==> src/rtl/simmem_pkg.sv <==
// Shared widths and the trace entry layout for the simulated-memory trace path.
// Field order in trace_entry_t mirrors the monitored bus signal order.
package simmem_pkg;
    localparam int SRC_W     = 8;
    localparam int DATA_W    = 64;
    localparam int LOGSIZE_W = 3;

    typedef struct packed {
        logic [SRC_W-1:0]     source;
        logic [DATA_W-1:0]    address;
        logic                 is_store;
        logic [LOGSIZE_W-1:0] size;
        logic [DATA_W-1:0]    data;
    } trace_entry_t;
endpackage

==> src/rtl/mem_trace_lane_fifo.sv <==
// One lane's trace buffer: flop-array FIFO with extra-MSB pointers.
// The head reads as zero while empty so the logger never sees stale fields.
module mem_trace_lane_fifo
    import simmem_pkg::*;
#(
    parameter int DEPTH = 4
) (
    input  logic         clock,
    input  logic         reset,
    input  logic         push,
    input  trace_entry_t din,
    input  logic         pop,
    output trace_entry_t dout,
    output logic         full,
    output logic         empty
);
    localparam int AW = $clog2(DEPTH);

    logic [AW:0]  wptr;
    logic [AW:0]  rptr;
    trace_entry_t mem [DEPTH];

    assign empty = (wptr == rptr);
    assign full  = (wptr[AW] != rptr[AW]) && (wptr[AW-1:0] == rptr[AW-1:0]);
    assign dout  = empty ? '0 : mem[rptr[AW-1:0]];

    always_ff @(posedge clock or negedge reset) begin
        if (!reset) begin
            wptr <= '0;
            rptr <= '0;
        end else begin
            if (push) wptr <= wptr + 1'b1;
            if (pop && !empty) rptr <= rptr + 1'b1;
        end
    end

    // Storage needs no reset: reads are masked while empty.
    always_ff @(posedge clock) begin
        if (push) mem[wptr[AW-1:0]] <= din;
    end
endmodule

==> src/rtl/sim_mem_trace_capture.sv <==
// Passive lane-parallel monitor: buffers every fire per lane for the trace
// logger, counting fires lost to a full buffer instead of stalling the bus.
module sim_mem_trace_capture
    import simmem_pkg::*;
#(
    parameter int NUM_LANES  = 4,
    parameter int FIFO_DEPTH = 4,
    parameter int CNT_W      = 16
) (
    input  logic                           clock,
    input  logic                           reset,
    input  logic                           trace_enable,
    input  logic [NUM_LANES-1:0]           mon_valid,
    input  logic [NUM_LANES-1:0]           mon_ready,
    input  logic [SRC_W*NUM_LANES-1:0]     mon_source,
    input  logic [DATA_W*NUM_LANES-1:0]    mon_address,
    input  logic [NUM_LANES-1:0]           mon_is_store,
    input  logic [LOGSIZE_W*NUM_LANES-1:0] mon_size,
    input  logic [DATA_W*NUM_LANES-1:0]    mon_data,
    output logic [NUM_LANES-1:0]           trace_log_valid,
    output logic [SRC_W*NUM_LANES-1:0]     trace_log_source,
    output logic [DATA_W*NUM_LANES-1:0]    trace_log_address,
    output logic [NUM_LANES-1:0]           trace_log_is_store,
    output logic [LOGSIZE_W*NUM_LANES-1:0] trace_log_size,
    output logic [DATA_W*NUM_LANES-1:0]    trace_log_data,
    input  logic                           trace_log_ready,
    output logic [CNT_W*NUM_LANES-1:0]     drop_count,
    output logic                           overflow
);
    logic [NUM_LANES-1:0] drop_vec;

    for (genvar l = 0; l < NUM_LANES; l++) begin : g_lane
        trace_entry_t     din;
        trace_entry_t     dout;
        logic             full, empty, fire, pop, push, drop;
        logic [CNT_W-1:0] cnt;

        assign din = '{source:   mon_source[l*SRC_W +: SRC_W],
                       address:  mon_address[l*DATA_W +: DATA_W],
                       is_store: mon_is_store[l],
                       size:     mon_size[l*LOGSIZE_W +: LOGSIZE_W],
                       data:     mon_data[l*DATA_W +: DATA_W]};

        assign fire = trace_enable & mon_valid[l] & mon_ready[l];
        assign pop  = trace_log_ready & ~empty;
        // A full lane still accepts when its head leaves on the same edge.
        assign push = fire & (~full | pop);
        assign drop = fire & full & ~pop;
        assign drop_vec[l] = drop;

        mem_trace_lane_fifo #(.DEPTH(FIFO_DEPTH)) u_fifo (
            .clock (clock),
            .reset (reset),
            .push  (push),
            .din   (din),
            .pop   (pop),
            .dout  (dout),
            .full  (full),
            .empty (empty)
        );

        always_ff @(posedge clock or negedge reset) begin
            if (!reset)                 cnt <= '0;
            else if (drop && cnt != '1) cnt <= cnt + 1'b1;
        end

        assign trace_log_valid[l]                           = ~empty;
        assign trace_log_source[l*SRC_W +: SRC_W]           = dout.source;
        assign trace_log_address[l*DATA_W +: DATA_W]        = dout.address;
        assign trace_log_is_store[l]                        = dout.is_store;
        assign trace_log_size[l*LOGSIZE_W +: LOGSIZE_W]     = dout.size;
        assign trace_log_data[l*DATA_W +: DATA_W]           = dout.data;
        assign drop_count[l*CNT_W +: CNT_W]                 = cnt;
    end

    always_ff @(posedge clock or negedge reset) begin
        if (!reset)         overflow <= 1'b0;
        else if (|drop_vec) overflow <= 1'b1;
    end
endmodule

==> config.mk <==
export PLATFORM = sky130hd
export DESIGN_NAME = sim_mem_trace_capture
export DESIGN_NICKNAME = d
export VERILOG_FILES = /design/src/rtl/simmem_pkg.sv /design/src/rtl/mem_trace_lane_fifo.sv /design/src/rtl/sim_mem_trace_capture.sv
export SDC_FILE = /design/constraint.sdc
export NUM_CORES = 2
export LEC_CHECK = 0
export BUFFER_PORTS_ARGS = -buffer_cell sky130_fd_sc_hd__buf_4
export CORE_AREA = 2 2 463 465
export CTS_BUF_LIST = sky130_fd_sc_hd__clkbuf_8
export CTS_CLUSTER_SIZE = 24
export DETAILED_ROUTE_END_ITERATION = 12
export DIE_AREA = 0 0 465 467
export MAX_ROUTING_LAYER = met4
export PLACE_DENSITY = 0.72
export SLEW_MARGIN = 15
export SYNTH_ARGS = -nofsm -noshare
export SYNTH_HDL_FRONTEND = slang
export SYNTH_SLANG_ARGS = --single-unit
==> constraint.sdc <==
create_clock -name clock -period 5.8 [get_ports clock]
set_clock_uncertainty 0.05 [all_clocks]
set_input_delay 0.29 -clock clock [delete_from_list [all_inputs] [get_ports clock]]
set_output_delay 0.29 -clock clock [all_outputs]
set_load 0.03 [all_outputs]
# Word level (Yosys, flattened, before mapping)
# Memories as Yosys holds them, arrays and structs flattened.
# Index checks and enable logic that the tools add are counted.
dict set report op_classes {
  add_sub_neg 12
  mul 0
  n_div 0
  n_lt_le_gt_ge 0
  eq_ne 16
  shift 0
  muxes 12
  bitwise 40
  reduce_logical 17
}
# op n
set op_table {}
lappend op_table {{$mux 140} 4}
lappend op_table {{$add 16x1->16 const B} 4}
lappend op_table {{$ne 16x16->1 const B} 4}
lappend op_table {{$add 3x1->3 const B} 8}
lappend op_table {{$and 1x1->1} 24}
lappend op_table {{$eq 3x3->1} 4}
lappend op_table {{$logic_and 1x1->1} 12}
lappend op_table {{$not 1->1} 12}
lappend op_table {{$eq 2x2->1} 4}
lappend op_table {{$mux 1} 8}
lappend op_table {{$logic_not 1->1} 4}
lappend op_table {{$ne 1x1->1} 4}
lappend op_table {{$or 1x1->1} 4}
lappend op_table {{$reduce_or 4->1} 1}
dict set report word_totals {
  regBits 89
  latchBits 0
  mem_bits_rw 2240
  mem_bits_ro 0
  in_bits 572
  memories 4
}
# memory depth width rd rd_clocked_by_memory_dff wr line_no
set memory_table {}
lappend memory_table {{g_lane[0].u_fifo.mem} 4 140 1 0 1 mem_trace_lane_fifo.sv:21} ;# trace_entry_t mem [DEPTH];
lappend memory_table {{g_lane[1].u_fifo.mem} 4 140 1 0 1 mem_trace_lane_fifo.sv:21}
lappend memory_table {{g_lane[2].u_fifo.mem} 4 140 1 0 1 mem_trace_lane_fifo.sv:21}
lappend memory_table {{g_lane[3].u_fifo.mem} 4 140 1 0 1 mem_trace_lane_fifo.sv:21}

# Depth between registers and ports, before layout
dict set report logic_depth {
  depth_word 7
  depth_mapped 7
  depth_no_buf 6
}

# By module
# Synthesis repeated with hierarchy kept, for this count alone.
dict set report hier_totals {
  hier_cells 3987
  hier_area_um2 89647.2
}
# module n_inst cells_each area_per_inst_um2
set by_module_without_submodules {}
lappend by_module_without_submodules {mem_trace_lane_fifo 4 922 21598.2}
lappend by_module_without_submodules {sim_mem_trace_capture 1 299 3254.4}

# Worst setup path before layout
# Ideal clock, no wire load.
dict set report synth_path {
  kind {register -> register}
  from {reg g_lane[1].u_fifo.rptr[1]}
  to {mem g_lane[1].u_fifo.mem[3][0] in the netlist's numbering (enable)}
  t_arrival_ns 4.329
  required_ns 5.232
  path_slack_ns 0.903
  stages_incl_launch_ff 6
  path_buffers 1
  period_less_slack_ns 4.897
  cell_sequence {dfrtp_1 clkbuf_1 xnor2_1 nand3_1 o2111a_1 and2_1}
}
dict set report synth_between {
  elab_chain_cells 7
}
# item line_no
set synth_lines {}
lappend synth_lines {{start: declaration} mem_trace_lane_fifo.sv:20} ;# logic [AW:0] rptr;
lappend synth_lines {{start signal: assignment} mem_trace_lane_fifo.sv:33} ;# if (pop && !empty) rptr <= rptr + 1'b1;
lappend synth_lines {{$eq 3x3->1 / $eq 2x2->1 (equally long branches)} {mem_trace_lane_fifo.sv:23, mem_trace_lane_fifo.sv:24}}
lappend synth_lines {{$not 1->1 / $logic_and 1x1->1 (equally long branches)} {sim_mem_trace_capture.sv:45, mem_trace_lane_fifo.sv:24}}
lappend synth_lines {{$and 1x1->1 / $not 1->1 (equally long branches)} {sim_mem_trace_capture.sv:45, sim_mem_trace_capture.sv:47}}
lappend synth_lines {{$or 1x1->1 (*)} sim_mem_trace_capture.sv:47} ;# assign push = fire & (~full | pop);
lappend synth_lines {{$and 1x1->1 (*)} sim_mem_trace_capture.sv:47}
lappend synth_lines {{$mux 1 (*)} mem_trace_lane_fifo.sv:39} ;# if (push) mem[wptr[AW-1:0]] <= din;
lappend synth_lines {{$mux 1 (implied by the code) (*)} mem_trace_lane_fifo.sv:39}
lappend synth_lines {{end: declaration} mem_trace_lane_fifo.sv:21}
# Mark *: on every way between the ends. The rest lies on a longest branch, timed or not.

# Worst setup path in the final report
dict set report layout_path {
  from {reg g_lane[0].u_fifo.rptr[0]}
  to {out trace_log_data[41]}
}
dict set report layout_between {
  elab_chain_cells 2
}
# item line_no
set layout_lines {}
lappend layout_lines {{start: declaration} mem_trace_lane_fifo.sv:20}
lappend layout_lines {{start signal: assignment} mem_trace_lane_fifo.sv:33}
lappend layout_lines {{$mem_v2 4x140 / $eq 3x3->1 (equally long branches)} -}
lappend layout_lines {{$mux 140 (*)} mem_trace_lane_fifo.sv:25} ;# assign dout = empty ? '0 : mem[rptr[AW-1:0]];
lappend layout_lines {{end: declaration} sim_mem_trace_capture.sv:25} ;# output logic [DATA_W*NUM_LANES-1:0] trace_log_data,
# Marked as above.

==> results.json <==
{
  "grt_use_met3": 0.06327,
  "cts_buffer_depth": 4,
  "ys_seq_elements": 2329,
  "synth_top_cell_by_area": "edfxtp_1",
  "cts_root_buffer": "clkbuf_8",
  "peakVddDrop_mv": 0.5976,
  "post-route-period-util": 0.7815,
  "layout-drive-gt1-share": 0.3383,
  "ys_types": 42,
  "netlist_instances": 3967,
  "fin_tns_setup_ns": 0,
  "status": "completed",
  "grt_use_total": 0.2245,
  "p_seq_frac": 0.342,
  "layout_common_cells": "edfxtp_1, buf_4, dlygate4sd3_1",
  "antenna_found_initial": 88,
  "yosysWarnings": 0,
  "gr-usage-met1": 0.2687,
  "switching_share": 0.3844,
  "portBuffers": 1200,
  "crit_type": "reg -> out",
  "max_freq_mhz": 220.6,
  "cp_max_fo": 89,
  "worstMarginPinSlew_ns": 1.115,
  "final_nets": 7148,
  "cts_setup_buffers": 0,
  "drv_slew": 0,
  "instances_no_fill": 9744,
  "synth_edf_count": 2240,
  "power_switching_mw": 22.82,
  "dieArea_um2": 217200,
  "htree_levels": 5,
  "power.share.combinational": 0.442,
  "drc": 0,
  "maxCapViolCount": 0,
  "busiest_layer": "met2",
  "grt_max_degree": 144,
  "wl_per_cell_um": 24.83,
  "worstPathRequired_ns": 5.46,
  "grt_pass1_wl_um": 350700,
  "critPathArrivalTime_ns": 4.19,
  "placed_cells": 7857,
  "drt_iter0_drc": 4643,
  "cts-buffers-inserted": 386,
  "layout_commonest_cell": "edfxtp_1",
  "die_w_um": 465,
  "ys_top_cells_by_area": "edfxtp_1, mux4_2, and2_1",
  "gp_congestion": 0.8820,
  "num_rows": 169,
  "core_area_um2": 211700,
  "ys_seq_area_frac": 0.7836,
  "dr.pass1.iters": 5,
  "finalCriticalPeriod_ns": 4.533,
  "syn_area_um2": 88680,
  "p_leak_nw": 42.21,
  "ios": 1201,
  "critPathCaptureType": "output port",
  "syn_nets": 4563,
  "clockPowerShare": 0.217,
  "clkLatencyLatePin_ns": 1.03,
  "start_util": 0.4190,
  "clock-sinks": 2329,
  "grt_pass1_vias": 52680,
  "drt-total-wl_um": 242000,
  "dp_hpwl_um": 150100,
  "final_util": 0.5644,
  "syn_to_final_growth_pct": 34.71,
  "hp-class": "in -> reg",
  "num_vias": 50270,
  "syn_area_per_cell_um2": 22.35,
  "rsz0062_at_grt": "false",
  "clk_pin_slew_ns": 0.06,
  "gr-usage-met2": 0.3607,
  "ant_nets": 0,
  "hold_viol": 0,
  "gr-total-overflow": 0,
  "postSynth.asyncResetShare": 0.03821,
  "yosys.area.top_type_share": 0.7585,
  "synth_flop_cell": "edfxtp_1",
  "fp.dieH_um": 467,
  "cts_tree": "yes",
  "p_int_mw": 36.55,
  "relSlewSlack": 0.2566,
  "setup_viol": 0,
  "power.density_nw_per_um2": 497.0,
  "viasPerCell": 5.159,
  "start_kind": "register"
}
[logic make-up after synthesis]
logic type / count (synthesis) / share of synthesized area
fa+ha+maj: 24 / 0.003386
compound gates: 23 / 0.001891
simple gates: 739 / 0.05030
mux: 569 / 0.1434
flops: 2329 / 0.7836
xor+xnor: 82 / 0.008099
buf+inv: 201 / 0.009340
[stage by stage]
stage / hold slack [ns] / area, µm² / power [mW] / setup WS (ns)
after detailed placement: 0.1826 / 101200 / 46.15 / 2.190
after CTS: 0.0005828 / 119200 / 59.64 / 0.9979
after floorplan: -0.05559 / 88680 / 36.33 / 0.9031
after global placement: 0.1746 / 101200 / 46.07 / 2.205
after global routing: 0.03524 / 119400 / 61.56 / 0.9116
final: 0.09864 / 119500 / 59.37 / 1.267
[repair_timing]
item / in CTS / in global routing
endpoints found under the hold margin: 2436 / 0
resized for setup: 0 / 0
hold buffers: 1128 / 0
[flip-flops by register name, summed over array words and instances, names as in the netlist]
name                cells
g_lane.u_fifo.mem    2240
g_lane.cnt             64
g_lane.u_fifo.rptr     12
g_lane.u_fifo.wptr     12
overflow                1
[area by class of cell]
cell class	count	area [µm²]
tap	2821	3530
clock inverter	269	1294
timing repair buffer	2387	21000
clock buffer	393	5409
inverter	11	41.29
fill	15300	92200
sequential	2329	69520
antenna	97	242.7
multi-input combinational	1437	18420
[power groups by stage]
stage | clock, mW | combinational (mW) | sequential (mW)
CTS | 13.1 | 26.3 | 20.3
floorplan | 0 | 16.1 | 20.3
global placement | 0 | 25.5 | 20.6
global route | 13.9 | 27.3 | 20.4
detailed placement | 0 | 25.5 | 20.7
finish | 12.9 | 26.2 | 20.3
[worst max-delay path: stages (launching register included)]
cell	delay [ns]
dfrtp_4	0.81
buf_12	0.57
buf_4	0.62
mux4_2	0.58
and2_1	0.20
buf_4	0.18
[synth_stat cells, types with 6 or more instances]
library cell	n
edfxtp_1	2240
and2_1	573
mux4_2	560
clkbuf_1	131
dfrtp_1	89
buf_2	53
xor2_1	45
nand2_1	39
xnor2_1	37
nand3_1	30
ha_1	24
nor3_1	22
nor2_1	19
and3_1	15
nand4_1	14
inv_1	11
mux2_2	8
o21ai_0	8
and4_1	6
[worst paths after layout]
path / cells after the start / end / start / slack, ns
max in group asynchronous: 4 / g_lane[0].u_fifo.rptr[0] / reset / 4.24
min in group asynchronous: 4 / g_lane[3].cnt[7] / reset / 0.24
worst max register to register: 6 / g_lane[1].u_fifo.mem[3][81] / g_lane[1].u_fifo.rptr[0] / 1.93
worst min-delay path: 2 / g_lane[1].u_fifo.mem[2][130] / mon_address[126] / 0.1
worst max-delay path: 5 / trace_log_data[41] / g_lane[0].u_fifo.rptr[0] / 1.27
worst min register to register: 1 / g_lane[0].cnt[9] / g_lane[0].cnt[9] / 0.43
[routing by layer]
layer  share of wire  vias up
li1                -    21540
met1            0.37    25890
met2            0.50     2417
met3           0.090      427
met4           0.039        0
met5               0        -
Power figures use the tool's default switching activity.
